[config.mk]
export PLATFORM = sky130hd
export DESIGN_NAME = vga_capture_rx
export DESIGN_NICKNAME = d
export VERILOG_FILES = /design/src/rtl/vga_capture_rx.sv
export SDC_FILE = /design/constraint.sdc
export NUM_CORES = 1
export LEC_CHECK = 0
export ABC_AREA = 1
export CORE_UTILIZATION = 54
export DETAILED_ROUTE_END_ITERATION = 10
export GPL_TIMING_DRIVEN = 0
export PLACE_DENSITY = 0.85
export SLEW_MARGIN = 30
export SYNTH_ARGS = -nofsm -noshare
export SYNTH_HDL_FRONTEND = slang
export SYNTH_SLANG_ARGS = --single-unit
export TNS_END_PERCENT = 50
[constraint.sdc]
create_clock -name pclk -period 4 [get_ports pclk]
set_clock_uncertainty 0.2 [all_clocks]
set_input_delay 0.6 -clock pclk [delete_from_list [all_inputs] [get_ports pclk]]
set_output_delay 0.6 -clock pclk [all_outputs]
set_load 0.02 [all_outputs]
[src/rtl/vga_capture_rx.sv]
// VGA receiver: recovers pixel position/valid, measures line/frame timing, tracks lock.
// Latency: 2 pclk edges from input sample to pix_* outputs.
// Backpressure: none; free-running video stream, every dot is consumed.
module vga_capture_rx #(
    parameter int H_ACTIVE = 800,
    parameter int H_BACK   = 88,
    parameter int V_ACTIVE = 600,
    parameter int V_BACK   = 23,
    parameter int CW       = 12,
    parameter int TIMEOUT  = 4095
) (
    input  logic          pclk,
    input  logic          rst_n,
    input  logic [4:0]    r_in,
    input  logic [4:0]    g_in,
    input  logic [4:0]    b_in,
    input  logic          hsync_in,
    input  logic          vsync_in,
    output logic          pix_valid,
    output logic [CW-1:0] pix_x,
    output logic [CW-1:0] pix_y,
    output logic [4:0]    pix_r,
    output logic [4:0]    pix_g,
    output logic [4:0]    pix_b,
    output logic          frame_start,
    output logic [CW-1:0] line_len,
    output logic [CW-1:0] frame_lines,
    output logic          locked
);

    localparam logic [CW-1:0] H_LO = CW'(H_BACK);
    localparam logic [CW-1:0] H_HI = CW'(H_BACK + H_ACTIVE);
    localparam logic [CW-1:0] V_LO = CW'(V_BACK);
    localparam logic [CW-1:0] V_HI = CW'(V_BACK + V_ACTIVE);
    localparam logic [CW-1:0] TO   = CW'(TIMEOUT);

    typedef enum logic [1:0] {SEARCH, CHECK, LOCK} state_t;

    function automatic logic [CW-1:0] sat_inc(input logic [CW-1:0] v);
        return (v == {CW{1'b1}}) ? v : v + CW'(1);
    endfunction

    logic [4:0]    s1_r, s1_g, s1_b;
    logic          s1_hs, s1_vs, s2_hs, s2_vs;
    logic [CW-1:0] dc, hp, lc, vp;
    logic          vpend;
    logic [CW-1:0] ref_len, ref_lines;
    state_t        state, state_nxt;
    logic [CW-1:0] ref_len_nxt, ref_lines_nxt;

    logic          hs_fall, hs_rise, vs_fall, vs_rise;
    logic [CW-1:0] dc_inc, len_meas, lines_meas, hp_cur, vp_cur;
    logic          timeout, col_act, row_act, pix_ok;

    always_ff @(posedge pclk or negedge rst_n) begin
        if (!rst_n) begin
            s1_r  <= '0;
            s1_g  <= '0;
            s1_b  <= '0;
            s1_hs <= 1'b1;
            s1_vs <= 1'b1;
            s2_hs <= 1'b1;
            s2_vs <= 1'b1;
        end else begin
            s1_r  <= r_in;
            s1_g  <= g_in;
            s1_b  <= b_in;
            s1_hs <= hsync_in;
            s1_vs <= vsync_in;
            s2_hs <= s1_hs;
            s2_vs <= s1_vs;
        end
    end

    assign hs_fall = s2_hs & ~s1_hs;
    assign hs_rise = ~s2_hs & s1_hs;
    assign vs_fall = s2_vs & ~s1_vs;
    assign vs_rise = ~s2_vs & s1_vs;

    // Measurements include the line closed by a coincident hs_fall.
    assign dc_inc     = sat_inc(dc);
    assign len_meas   = hs_fall ? dc_inc : line_len;
    assign lines_meas = hs_fall ? sat_inc(lc) : lc;
    assign timeout    = !hs_fall && (dc >= TO);

    // Position of the dot currently held in stage 1.
    assign hp_cur  = hs_rise ? '0 : sat_inc(hp);
    assign vp_cur  = hs_fall ? (vpend ? '0 : sat_inc(vp)) : vp;
    assign col_act = (hp_cur >= H_LO) && (hp_cur < H_HI);
    assign row_act = (vp_cur >= V_LO) && (vp_cur < V_HI);
    assign locked  = (state == LOCK);
    assign pix_ok  = col_act && row_act && locked;

    always_comb begin
        state_nxt     = state;
        ref_len_nxt   = ref_len;
        ref_lines_nxt = ref_lines;
        if (timeout) begin
            state_nxt = SEARCH;
        end else begin
            case (state)
                SEARCH: begin
                    if (vs_fall) begin
                        state_nxt     = CHECK;
                        ref_len_nxt   = len_meas;
                        ref_lines_nxt = lines_meas;
                    end
                end
                CHECK: begin
                    if (vs_fall) begin
                        if (len_meas == ref_len && lines_meas == ref_lines) begin
                            state_nxt = LOCK;
                        end else begin
                            ref_len_nxt   = len_meas;
                            ref_lines_nxt = lines_meas;
                        end
                    end
                end
                LOCK: begin
                    if ((hs_fall && dc_inc != ref_len) ||
                        (vs_fall && lines_meas != ref_lines)) begin
                        state_nxt = SEARCH;
                    end
                end
                default: state_nxt = SEARCH;
            endcase
        end
    end

    always_ff @(posedge pclk or negedge rst_n) begin
        if (!rst_n) begin
            state       <= SEARCH;
            ref_len     <= '0;
            ref_lines   <= '0;
            dc          <= '0;
            hp          <= '0;
            lc          <= '0;
            vp          <= '0;
            vpend       <= 1'b0;
            line_len    <= '0;
            frame_lines <= '0;
        end else begin
            state       <= state_nxt;
            ref_len     <= ref_len_nxt;
            ref_lines   <= ref_lines_nxt;
            dc          <= hs_fall ? '0 : dc_inc;
            hp          <= hp_cur;
            vp          <= vp_cur;
            lc          <= vs_fall ? '0 : lines_meas;
            line_len    <= timeout ? '0 : len_meas;
            frame_lines <= vs_fall ? lines_meas : frame_lines;
            if (vs_rise)
                vpend <= 1'b1;
            else if (hs_fall)
                vpend <= 1'b0;
        end
    end

    always_ff @(posedge pclk or negedge rst_n) begin
        if (!rst_n) begin
            pix_valid   <= 1'b0;
            pix_x       <= '0;
            pix_y       <= '0;
            pix_r       <= '0;
            pix_g       <= '0;
            pix_b       <= '0;
            frame_start <= 1'b0;
        end else begin
            pix_valid   <= pix_ok;
            pix_x       <= pix_ok ? hp_cur - H_LO : '0;
            pix_y       <= pix_ok ? vp_cur - V_LO : '0;
            pix_r       <= pix_ok ? s1_r : '0;
            pix_g       <= pix_ok ? s1_g : '0;
            pix_b       <= pix_ok ? s1_b : '0;
            frame_start <= pix_ok && (hp_cur == H_LO) && (vp_cur == V_LO);
        end
    end

endmodule

Word-level counts from Yosys, hierarchy flattened
Cells that the tools add are included.

Bits in registers: 159. Input port bits: 19. Word-level logic and storage cells: 113. Output and inout port bits: 66.

$lt $le $gt $ge: 5. Eq/ne operators: 19. Mux-type cells: 33. Add/sub/neg operators: 6. Bitwise logic cells: 9. Reduce and logical (&&, ||, !) cells: 17.

Operators by type and width (number): 2-to-1 mux 12 bit (20); adder 12 x 1 -> 12 bit (second input constant) (4); == test 12 bit (second input constant) (4); case mux 12 bit (2 select lines) (2); == test 12 bit (2); less-than comparator 12 x 10 -> 1 bit (second input constant) (2); != test 12 bit (2); 2-to-1 mux 5 bit (3); == test 12 x 5 -> 1 bit (second input constant) (1); == test 12 x 7 -> 1 bit (second input constant) (1); >= comparator 12 bit (second input constant) (1); >= comparator 12 x 5 -> 1 bit (second input constant) (1); >= comparator 12 x 7 -> 1 bit (second input constant) (1); subtractor 12 x 5 -> 12 bit (second input constant) (1); subtractor 12 x 7 -> 12 bit (second input constant) (1); logical AND 1 bit (10); 2-to-1 mux 2 bit (5); != test 3 bit (second input constant) (3); != test 2 bit (second input constant) (3); case mux 2 bit (3 select lines) (1); NOT 1 bit (5); AND reduction 5 bit (1); AND 1 bit (4); AND reduction 4 bit (1); 8 further kinds (10).

Longest topological paths before layout
Gate-level depths: netlist (run 1).

Word-level depth: 10. Depth in mapped cells: 21. Gate-level depth less buffers: 20.

Least setup slack after synthesis (run 1)
No wires, ideal clock.

Kind: register -> register. Start: register s1_hs. End: register pix_x[1]. Setup time: 0.127 ns. Required time: 3.673 ns. Path buffers: 4. Period minus slack after synthesis: 2.832 ns. Data arrival time: 2.505 ns. Slack: 1.168 ns. Cell stages (with the launch flop): 20. Path through: dfstp_2 > inv_1 > nand2_1 > inv_2 > buf_4 > buf_2 > buf_6 > nand2_1 > xor2_1 > nor2_1 > ha_1 > nand2_1 > nand2_1 > nand2_1 > nand2_1 > nor2_1 > nor2_1 > nand2_2 > buf_6 > nor2_2.

Longest elaborated chain between the ends: 8. Elaborated cells between the ends (all ways): 15. Those cells by class: add/sub (1); order compare (4); mux (3); bitwise (3); reduce/logical (4).

Ends and longest elaborated chain: from (decl) (line 44) `logic s1_hs, s1_vs, s2_hs, s2_vs;`; from (signal assigned) (line 68) `s1_hs <= hsync_in;`; NOT 1 bit (*) (line 75) `assign hs_fall = s2_hs & ~s1_hs;`; AND 1 bit (*) (line 75); 2-to-1 mux 12 bit (*) (line 88) `assign vp_cur = hs_fall ? (vpend ? '0 : sat_inc(vp)) : vp;`; via vp_cur[0] (line 52) `logic [CW-1:0] dc_inc, len_meas, lines_meas, hp_cur, vp_cur;`; >= comparator 12 x 5 -> 1 bit / less-than comparator 12 x 10 -> 1 bit (equally long branches) (line 90) `assign row_act = (vp_cur >= V_LO) && (vp_cur < V_HI);`; logical AND 1 bit (*) (line 90); logical AND 1 bit (*) (2 in series) (line 92) `assign pix_ok = col_act && row_act && locked;`; 2-to-1 mux 12 bit (*) (line 170) `pix_x <= pix_ok ? hp_cur - H_LO : '0;`; to (signal assigned) (line 170); to (decl) (line 20) `output logic [CW-1:0] pix_x,`.

The timed path passes the listed nets; every way through them passes the cells marked *. A chain may end at the register's enable or synchronous reset.

Worst setup path in the final report (run 1)
Start: register s2_hs. End: register pix_r[0].

Elaborated cells between the ends (all ways): 14. Those cells by class: order compare (4); mux (3); bitwise (3); reduce/logical (4).

RTL lines: from (decl) (line 44); from (signal assigned) (line 70) `s2_hs <= s1_hs;`; AND 1 bit (*) (line 75); 2-to-1 mux 12 bit (*) (line 88); via vp_cur[0] (line 52); >= comparator 12 x 5 -> 1 bit / less-than comparator 12 x 10 -> 1 bit (equally long branches) (line 90); logical AND 1 bit (*) (line 90); logical AND 1 bit (*) (2 in series) (line 92); 2-to-1 mux 5 bit (*) (line 172) `pix_r <= pix_ok ? s1_r : '0;`; to (signal assigned) (line 172); to (decl) (line 22) `output logic [4:0] pix_r,`.

Marked as above.

==> impl_metrics.prom, run 1 <==
# TYPE chip_impl_metric gauge
chip_impl_metric{name="grt_pass1_vias",unit=""} 7537
chip_impl_metric{name="final-seq-area",unit="mm²"} 0.00398
chip_impl_metric{name="synth_async_sr_flop_share",unit=""} 1.00
chip_impl_info{name="clockRootBuffer",value="sky130_fd_sc_hd__clkbuf_16"} 1
chip_impl_metric{name="detail_route.wl_per_cell",unit="µm"} 14.5
chip_impl_info{name="cts_tree",value="built"} 1
chip_impl_metric{name="cts-root-to-sink-buffers",unit=""} 2
chip_impl_metric{name="clock_sinks",unit=""} 159
chip_impl_metric{name="groute.usage.overall",unit=""} 0.276
chip_impl_info{name="holdCritPathClass",value="reg2reg"} 1
chip_impl_info{name="grt_setup_unrepaired",value="no"} 1
chip_impl_metric{name="post-route-period-util",unit=""} 0.881
chip_impl_metric{name="largest_net_degree_at_the_start_of_global_routing",unit=""} 90
chip_impl_metric{name="rows",unit=""} 45
chip_impl_metric{name="ys_warn_count",unit=""} 0
chip_impl_metric{name="synth_simple_gate_area_share",unit=""} 0.387
chip_impl_metric{name="worst-slew-pin-transition",unit="ns"} 0.666
chip_impl_metric{name="post_dp_cell_area",unit="mm²"} 0.00973
chip_impl_metric{name="netlist-cell-type-count",unit=""} 39
chip_impl_metric{name="drtPass1Iterations",unit=""} 6
chip_impl_metric{name="totalNegativeSetupSlack",unit="ns"} 0
chip_impl_metric{name="synth.mux.area_fraction",unit=""} 0
chip_impl_metric{name="post-route-util",unit=""} 0.674
chip_impl_metric{name="worst_slack_after_detailed_placement",unit="ns"} 0.539
chip_impl_metric{name="maxSlewViolCount",unit=""} 0
chip_impl_metric{name="via_per_inst",unit=""} 5.40
chip_impl_metric{name="antenna_violations_before_repair",unit=""} 0
chip_impl_metric{name="place.gp.congestion",unit=""} 0.911
chip_impl_metric{name="synth_cells",unit=""} 1128
chip_impl_metric{name="drv_cap",unit=""} 0
chip_impl_metric{name="die_width",unit="µm"} 128
chip_impl_metric{name="post_route_cells_drive_above_1_share",unit=""} 0.125
chip_impl_metric{name="final.setup.worst_slack",unit="ns"} 0.474
chip_impl_metric{name="start_util",unit=""} 0.559
chip_impl_info{name="main_combinational_cell_family_by_area_after_synthesis",value="simple AND/OR/NAND/NOR gates"} 1
chip_impl_metric{name="cellLeakagePower",unit="µW"} 0.00529
chip_impl_metric{name="synth_compound_area_frac",unit=""} 0.0393
chip_impl_info{name="worstPathCellList",value="nand2_1 > inv_2 > buf_4 > buf_2 > buf_6 > nand2_1 > xor2_1 > nor2_1 > ha_1 > nand2_1 > nor3_1 > nand3_1 > nand2_1 > inv_2 > nand2_2 > buf_6 > nor2_2"} 1
chip_impl_metric{name="irDropWorstVdd",unit="µV"} 372
chip_impl_metric{name="final-setup-viol-count",unit=""} 0
chip_impl_metric{name="cts-buffers-inserted",unit=""} 17
chip_impl_metric{name="syn-mean-instance-area",unit="µm²"} 7.62
chip_impl_metric{name="hpwl",unit="µm"} 14800
chip_impl_metric{name="cp_max_fo",unit=""} 10
chip_impl_metric{name="timing_hold_violations_final",unit=""} 0
chip_impl_metric{name="drt_iter0_drc",unit=""} 570
chip_impl_metric{name="min_period",unit="ns"} 3.53
chip_impl_metric{name="slew_headroom",unit=""} 0.556
chip_impl_info{name="r2r_start",value="s2_hs$_DFF_PN1_"} 1
chip_impl_metric{name="die-area",unit="mm²"} 0.0164
chip_impl_metric{name="max_stage_delay",unit="ns"} 0.53
chip_impl_metric{name="cts.repair.resized",unit=""} 0
chip_impl_info{name="postSynth.topFlopCell",value="sky130_fd_sc_hd__dfrtp_1"} 1
chip_impl_info{name="criticalPathCategory",value="reg2reg"} 1
chip_impl_metric{name="core_area",unit="mm²"} 0.0154
chip_impl_metric{name="placement.io_buffers",unit=""} 84
chip_impl_info{name="critPathCaptureType",value="register"} 1
chip_impl_metric{name="stdcell_area",unit="mm²"} 0.0104
chip_impl_metric{name="data_required_critical_path",unit="ns"} 4.13
chip_impl_metric{name="die_y",unit="µm"} 128
chip_impl_metric{name="synth-adder-area-share",unit=""} 0.00874
chip_impl_metric{name="ctsHtreeMaxLevel",unit=""} 4
chip_impl_metric{name="n_fill_cell",unit=""} 1206
chip_impl_metric{name="detailroute.via_count",unit=""} 7866
chip_impl_metric{name="boundaryPins",unit=""} 85
chip_impl_metric{name="powerDensity",unit="mW/mm²"} 436
chip_impl_info{name="worst_path_most_repeated_cell",value="sky130_fd_sc_hd__nand2_1"} 1
chip_impl_metric{name="drc",unit=""} 0
chip_impl_metric{name="synth_sequential_area_ratio",unit=""} 0.464
chip_impl_metric{name="layout-area-overhead-vs-synth",unit="%"} 20.5
chip_impl_metric{name="timing.critical_path.arrival",unit="ns"} 3.65
chip_impl_info{name="crit_start",value="s2_hs$_DFF_PN1_"} 1
chip_impl_metric{name="post_cts_buffers",unit=""} 0
chip_impl_metric{name="clk_pin_slew",unit="ns"} 0.07
chip_impl_info{name="cp_slowest_cell",value="sky130_fd_sc_hd__dfstp_2"} 1
chip_impl_metric{name="post_cts_hold_buffer_count",unit=""} 1
chip_impl_metric{name="synth-edff-count",unit=""} 0
chip_impl_metric{name="grt_remaining_overflow",unit=""} 0
chip_impl_metric{name="fmaxAchievable",unit="MHz"} 284
chip_impl_metric{name="syn-cell-area",unit="mm²"} 0.00859
chip_impl_info{name="holdCritStartpoint",value="s1_hs$_DFF_PN1_"} 1
chip_impl_metric{name="wl",unit="µm"} 21200
chip_impl_metric{name="report.power.total",unit="µW"} 4520
chip_impl_metric{name="multi_input_area",unit="mm²"} 0.00389
chip_impl_metric{name="clock_insertion_delay_worst_skew",unit="ns"} 0.44
chip_impl_info{name="startpoint_type",value="register"} 1
chip_impl_metric{name="design.final.nets",unit=""} 1258
chip_impl_metric{name="mappedNetlistNets",unit=""} 1153
chip_impl_metric{name="xor_and_xnor_fraction_of_the_mapped_netlist_area",unit=""} 0.0163
chip_impl_metric{name="first_pass_grt_wire_length",unit="µm"} 35400
chip_impl_info{name="outcome",value="completed"} 1
chip_impl_metric{name="ant_nets",unit=""} 0
chip_impl_metric{name="insertedDiodeCount",unit=""} 0
chip_impl_metric{name="ys_seq_elements",unit=""} 159
-- worst max-delay path: cells and delay by family, from the launching register on --
family / cells / cell delay (ns)
buf+inv: 6 / 1.03
xor+xnor: 1 / 0.18
fa+ha+maj: 1 / 0.27
simple gates: 9 / 1.18
flops: 1 / 0.53
-- path summary, 6_finish.rpt --
| kind | endpoint | slack [ns] | cells after the start |
|---|---|---|---|
| max | pix_r[0]$_DFF_PN0_ | 0.47 | 17 |
| min | s2_hs$_DFF_PN1_ | 0.17 | 0 |
| max reg2reg | pix_r[0]$_DFF_PN0_ | 0.47 | 17 |
| min reg2reg | s2_hs$_DFF_PN1_ | 0.17 | 0 |
| max in group asynchronous | s1_hs$_DFF_PN1_ | 2.24 | 3 |
| min in group asynchronous | ref_len[8]$_DFFE_PN0P_ | 0.53 | 2 |
-- routing by layer --
layer / vias to the layer above / global-route usage / part of all wire
met4: 0 / 0.0851 / 0.015
li1: 3794 / - / -
met2: 312 / 0.463 / 0.49
met5: - / 0 / 0
met1: 3722 / 0.350 / 0.42
met3: 38 / 0.0726 / 0.072
-- placed cells by master, fill, tap and decap left out, types with 4 or more instances in the layout --
cell type	instances
sky130_fd_sc_hd__a21oi_1	20
sky130_fd_sc_hd__clkbuf_16	17
sky130_fd_sc_hd__nand3b_1	8
sky130_fd_sc_hd__nor2_1	95
sky130_fd_sc_hd__nand2_2	11
sky130_fd_sc_hd__nor2_4	6
sky130_fd_sc_hd__nand4_1	44
sky130_fd_sc_hd__nand2_1	349
sky130_fd_sc_hd__or2_2	14
sky130_fd_sc_hd__xor2_1	13
sky130_fd_sc_hd__buf_6	9
sky130_fd_sc_hd__buf_2	11
sky130_fd_sc_hd__o21bai_1	4
sky130_fd_sc_hd__nor2_2	40
sky130_fd_sc_hd__inv_1	133
sky130_fd_sc_hd__nand3_1	116
sky130_fd_sc_hd__nor3_1	13
sky130_fd_sc_hd__clkbuf_1	10
sky130_fd_sc_hd__ha_1	6
sky130_fd_sc_hd__clkinv_8	7
sky130_fd_sc_hd__inv_2	6
sky130_fd_sc_hd__o21ai_1	5
sky130_fd_sc_hd__o21ai_0	21
sky130_fd_sc_hd__dfstp_2	4
sky130_fd_sc_hd__nand3_2	12
sky130_fd_sc_hd__dfrtp_1	155
sky130_fd_sc_hd__clkdlybuf4s50_1	83
-- cells in the mapped netlist (2+ instances only) --
cell type | number | share of area
sky130_fd_sc_hd__nor2_2 | 40 | 0.029
sky130_fd_sc_hd__xor2_1 | 13 | 0.013
sky130_fd_sc_hd__clkbuf_1 | 10 | 0.0044
sky130_fd_sc_hd__buf_2 | 11 | 0.0064
sky130_fd_sc_hd__o21ai_1 | 5 | 0.0029
sky130_fd_sc_hd__o21ai_0 | 21 | 0.012
sky130_fd_sc_hd__nand2_2 | 11 | 0.0080
sky130_fd_sc_hd__nand3b_1 | 8 | 0.0070
sky130_fd_sc_hd__o21bai_1 | 4 | 0.0035
sky130_fd_sc_hd__inv_1 | 133 | 0.058
sky130_fd_sc_hd__nand3_2 | 12 | 0.014
sky130_fd_sc_hd__dfrtp_1 | 155 | 0.45
sky130_fd_sc_hd__inv_2 | 6 | 0.0026
sky130_fd_sc_hd__nor2_4 | 6 | 0.0079
sky130_fd_sc_hd__a21oi_2 | 2 | 0.0020
sky130_fd_sc_hd__xnor2_1 | 3 | 0.0031
sky130_fd_sc_hd__nand3_4 | 3 | 0.0061
sky130_fd_sc_hd__nor3_1 | 13 | 0.0076
sky130_fd_sc_hd__buf_6 | 9 | 0.012
sky130_fd_sc_hd__a21oi_1 | 20 | 0.012
sky130_fd_sc_hd__a31oi_1 | 2 | 0.0015
sky130_fd_sc_hd__nand2_1 | 349 | 0.15
sky130_fd_sc_hd__nand3_1 | 116 | 0.068
sky130_fd_sc_hd__nand4_1 | 44 | 0.032
sky130_fd_sc_hd__or2_1 | 2 | 0.0015
sky130_fd_sc_hd__o21ai_2 | 2 | 0.0020
sky130_fd_sc_hd__dfstp_2 | 4 | 0.012
sky130_fd_sc_hd__or2_2 | 14 | 0.010
sky130_fd_sc_hd__nor2_1 | 95 | 0.041
sky130_fd_sc_hd__ha_1 | 6 | 0.0087
-- cell type report --
cell class | count | area share
Timing Repair Buffer | 86 | 0.0853
Clock inverter | 15 | 0.0184
Sequential cell | 159 | 0.385
Inverter | 139 | 0.0504
Clock buffer | 17 | 0.0411
Multi-Input combinational cell | 799 | 0.375
Tap cell | 211 | 0.0255
Buffer | 31 | 0.0195
-- stage by stage --
step | hold WS [ns] | instances
2_1_floorplan | 0.104 | 1128
4_1_cts | 0.172 | 1457
3_3_place_gp | 0.155 | 1423
3_5_place_dp | 0.161 | 1424
6_report | 0.170 | 1457
5_1_grt | 0.182 | 1457
-- logic make-up (layout without fill, tap and decap cells) --
| group | after synthesis | count (layout) |
|---|---|---|
| adder cells (fa/ha/maj) | 6 | 6 |
| flip-flops | 159 | 159 |
| other | 1 | 1 |
| AO/OA/AOI/OAI | 60 | 60 |
| AND/OR/NAND/NOR | 716 | 716 |
| buffers and inverters | 170 | 288 |
| XOR/XNOR | 16 | 16 |
-- flip-flops by register name (all words and copies together), names as in the netlist, 2 cells and up --
signal       count
pix_b            5
pix_y           12
pix_x           12
ref_lines       12
s1_g             5
vp              12
lc              12
ref_len         12
s1_r             5
state            2
pix_r            5
hp              12
frame_lines     12
pix_g            5
s1_b             5
line_len        12
dc              12
-- report_power, final --
group / leakage (µW) / switching (µW) / internal (µW)
clock: 0.000293 / 794 / 847
sequential: 0.00209 / 138 / 1750
combinational: 0.00290 / 630 / 356
No activity file was read; power rests on OpenSTA's default activity.
==> run 2: changes to the inputs <==
Settings changed: CTS_BUF_LIST from default to sky130_fd_sc_hd__clkbuf_4 sky130_fd_sc_hd__clkbuf_8, GPL_ROUTABILITY_DRIVEN from default to 0.
==> impl_metrics.prom, run 2 (synthesis results as in run 1) <==
# TYPE chip_impl_metric gauge
chip_impl_info{name="outcome",value="completed"} 1
chip_impl_info{name="cp_slowest_cell",value="sky130_fd_sc_hd__dfstp_2"} 1
chip_impl_metric{name="post-route-period-util",unit=""} 0.871
chip_impl_metric{name="die_width",unit="µm"} 128
chip_impl_info{name="cts_tree",value="built"} 1
chip_impl_metric{name="boundaryPins",unit=""} 85
chip_impl_metric{name="ant_nets",unit=""} 0
chip_impl_info{name="min_delay_worst_endpoint",value="s2_hs$_DFF_PN1_"} 1
chip_impl_metric{name="grt_remaining_overflow",unit=""} 0
chip_impl_metric{name="drv_cap",unit=""} 0
chip_impl_metric{name="timing.critical_path.arrival",unit="ns"} 3.64
chip_impl_metric{name="stdcell_area",unit="mm²"} 0.0102
chip_impl_metric{name="cts-root-to-sink-buffers",unit=""} 2
chip_impl_metric{name="r2r_setup_slack",unit="ns"} 0.51
chip_impl_metric{name="antenna_violations_before_repair",unit=""} 0
chip_impl_metric{name="post-route-util",unit=""} 0.662
chip_impl_info{name="worst_path_most_repeated_cell",value="sky130_fd_sc_hd__nand2_1"} 1
chip_impl_metric{name="placement.io_buffers",unit=""} 84
chip_impl_metric{name="design.final.nets",unit=""} 1258
chip_impl_metric{name="rows",unit=""} 45
chip_impl_metric{name="p_comb_frac",unit=""} 0.238
chip_impl_metric{name="die_y",unit="µm"} 128
chip_impl_metric{name="drtPass1Iterations",unit=""} 6
chip_impl_metric{name="wl",unit="µm"} 20400
chip_impl_metric{name="maxSlewViolCount",unit=""} 0
chip_impl_metric{name="grt_pass1_vias",unit=""} 7268
chip_impl_metric{name="powerDensity",unit="mW/mm²"} 403
chip_impl_metric{name="detail_route.wl_per_cell",unit="µm"} 14.0
chip_impl_metric{name="timing_hold_violations_final",unit=""} 0
chip_impl_metric{name="count_of_cells_along_the_worst_hold_path",unit=""} 0
chip_impl_metric{name="slew_headroom",unit=""} 0.582
chip_impl_metric{name="power.internal",unit="µW"} 2600
chip_impl_metric{name="power_frac_clock",unit=""} 0.302
chip_impl_metric{name="cellLeakagePower",unit="µW"} 0.00521
chip_impl_metric{name="clock_sinks",unit=""} 159
chip_impl_metric{name="post_cts_buffers",unit=""} 0
chip_impl_metric{name="post_route_cells_drive_above_1_share",unit=""} 0.125
chip_impl_metric{name="n_fill_cell",unit=""} 1208
chip_impl_metric{name="cp_max_fo",unit=""} 10
chip_impl_metric{name="start_util",unit=""} 0.559
chip_impl_info{name="startpoint_type",value="register"} 1
chip_impl_metric{name="cts-buffers-inserted",unit=""} 17
chip_impl_metric{name="max_stage_delay",unit="ns"} 0.54
chip_impl_info{name="grt_setup_unrepaired",value="no"} 1
chip_impl_metric{name="insertedDiodeCount",unit=""} 0
chip_impl_metric{name="worst_r2r_path_depth",unit=""} 17
chip_impl_metric{name="drt_iter0_drc",unit=""} 556
chip_impl_info{name="criticalPathCategory",value="reg2reg"} 1
chip_impl_metric{name="hpwl",unit="µm"} 14600
chip_impl_metric{name="ctsHtreeMaxLevel",unit=""} 4
chip_impl_metric{name="detailroute.via_count",unit=""} 7732
chip_impl_metric{name="core_area",unit="mm²"} 0.0154
chip_impl_info{name="clockRootBuffer",value="sky130_fd_sc_hd__clkbuf_8"} 1
chip_impl_metric{name="clock_insertion_delay_worst_skew",unit="ns"} 0.47
chip_impl_metric{name="die-area",unit="mm²"} 0.0164
chip_impl_info{name="worstPathCellList",value="inv_1 > nand2_1 > buf_2 > buf_2 > nor2_1 > inv_1 > o21ai_0 > nor2_1 > ha_1 > nand2_1 > nor3_1 > nand3_1 > nand2_1 > inv_2 > nand2_2 > buf_6 > nor2_2"} 1
chip_impl_metric{name="clk_pin_slew",unit="ns"} 0.10
chip_impl_metric{name="groute.usage.overall",unit=""} 0.266
chip_impl_metric{name="final-setup-viol-count",unit=""} 0
chip_impl_metric{name="post_dp_cell_area",unit="mm²"} 0.00973
chip_impl_info{name="holdCritStartpoint",value="s1_hs$_DFF_PN1_"} 1
chip_impl_metric{name="via_per_inst",unit=""} 5.31
chip_impl_metric{name="layout-area-overhead-vs-synth",unit="%"} 18.5
chip_impl_metric{name="worst-slew-pin-transition",unit="ns"} 0.627
chip_impl_metric{name="report.power.total",unit="µW"} 4100
chip_impl_metric{name="data_required_critical_path",unit="ns"} 4.15
chip_impl_info{name="mostFrequentLayoutCells",value="349 x sky130_fd_sc_hd__nand2_1, 155 x sky130_fd_sc_hd__dfrtp_1, 133 x sky130_fd_sc_hd__inv_1"} 1
chip_impl_info{name="r2r_start",value="s1_hs$_DFF_PN1_"} 1
chip_impl_info{name="critPathCaptureType",value="register"} 1
chip_impl_metric{name="fmaxAchievable",unit="MHz"} 287
chip_impl_metric{name="first_pass_grt_wire_length",unit="µm"} 34300
chip_impl_metric{name="netSwitchingPower",unit="µW"} 1510
chip_impl_metric{name="irDropWorstVdd",unit="µV"} 362
chip_impl_metric{name="switching_share",unit=""} 0.367
chip_impl_metric{name="multi_input_area",unit="mm²"} 0.00389
chip_impl_metric{name="largest_net_degree_at_the_start_of_global_routing",unit=""} 92
chip_impl_metric{name="min_period",unit="ns"} 3.49
chip_impl_info{name="worst_r2r_endpoint",value="pix_y[6]$_DFF_PN0_"} 1
chip_impl_metric{name="totalNegativeSetupSlack",unit="ns"} 0
chip_impl_metric{name="drc",unit=""} 0
chip_impl_metric{name="share_seq_of_total_power",unit=""} 0.460
chip_impl_metric{name="final-seq-area",unit="mm²"} 0.00398
chip_impl_info{name="most_frequent_standard_cell_in_the_layout_excluding_fill_and_tap_cells",value="sky130_fd_sc_hd__nand2_1"} 1
chip_impl_info{name="holdCritPathClass",value="reg2reg"} 1
[run 2: layout make-up]
class / count / area share
timing repair buffer: 86 / 0.0868
clock inverter: 15 / 0.0203
tap: 211 / 0.0259
sequential: 159 / 0.391
inverter: 139 / 0.0512
multi-input combinational: 799 / 0.382
clock buffer: 17 / 0.0230
buffer: 31 / 0.0198
[run 2: through the flow]
stage | hold slack, ns | instances | setup WS (ns)
2_1_floorplan | 0.104 | 1128 | 1.17
3_3_place_gp | 0.155 | 1423 | -4.28
3_5_place_dp | 0.156 | 1424 | 0.574
4_1_cts | 0.171 | 1457 | 0.531
5_1_grt | 0.176 | 1457 | 0.316
6_report | 0.171 | 1457 | 0.514
[run 2: power by group through the flow]
stage               clock (µW)  sequential (µW)  combinational, µW
floorplan                    0             1920                651
global placement             0             1910                927
detailed placement           0             1910                962
CTS                       1260             1880                973
global route              1330             1900               1120
finish                    1240             1890                977
[run 2: worst max path at each step]
stage / startpoint / endpoint
final: s1_hs$_DFF_PN1_ / pix_y[6]$_DFF_PN0_
after global routing: s2_hs$_DFF_PN1_ / pix_x[10]$_DFF_PN0_
after CTS: s2_hs$_DFF_PN1_ / pix_y[6]$_DFF_PN0_
after detailed placement: s2_hs$_DFF_PN1_ / pix_y[3]$_DFF_PN0_
after global placement: rst_n / pix_y[10]$_DFF_PN0_
after floorplan: s1_hs$_DFF_PN1_ / pix_x[1]$_DFF_PN0_
[run 2: repair_timing]
item                                   CTS  global route
endpoints found under the hold margin   67             0
hold buffers                             1             0
gates resized for setup                  0             0
[run 2: layer usage]
metal  wire length, µm  vias to the layer above  track usage
met2              9680                      243        0.432
met1              9020                     3672        0.351
li1                  -                     3793            -
met3              1430                       24       0.0676
met4               317                        0       0.0803
met5                 0                        -            0
[run 2: critical path, delay by kind of cell, from the launching register on]
kind / cells / cell delay [ns]
AOI/OAI and AO/OA: 1 / 0.09
and+or+nand+nor: 9 / 1.19
adders and majority gates: 1 / 0.28
DFF: 1 / 0.54
buffers and inverters: 6 / 1.08
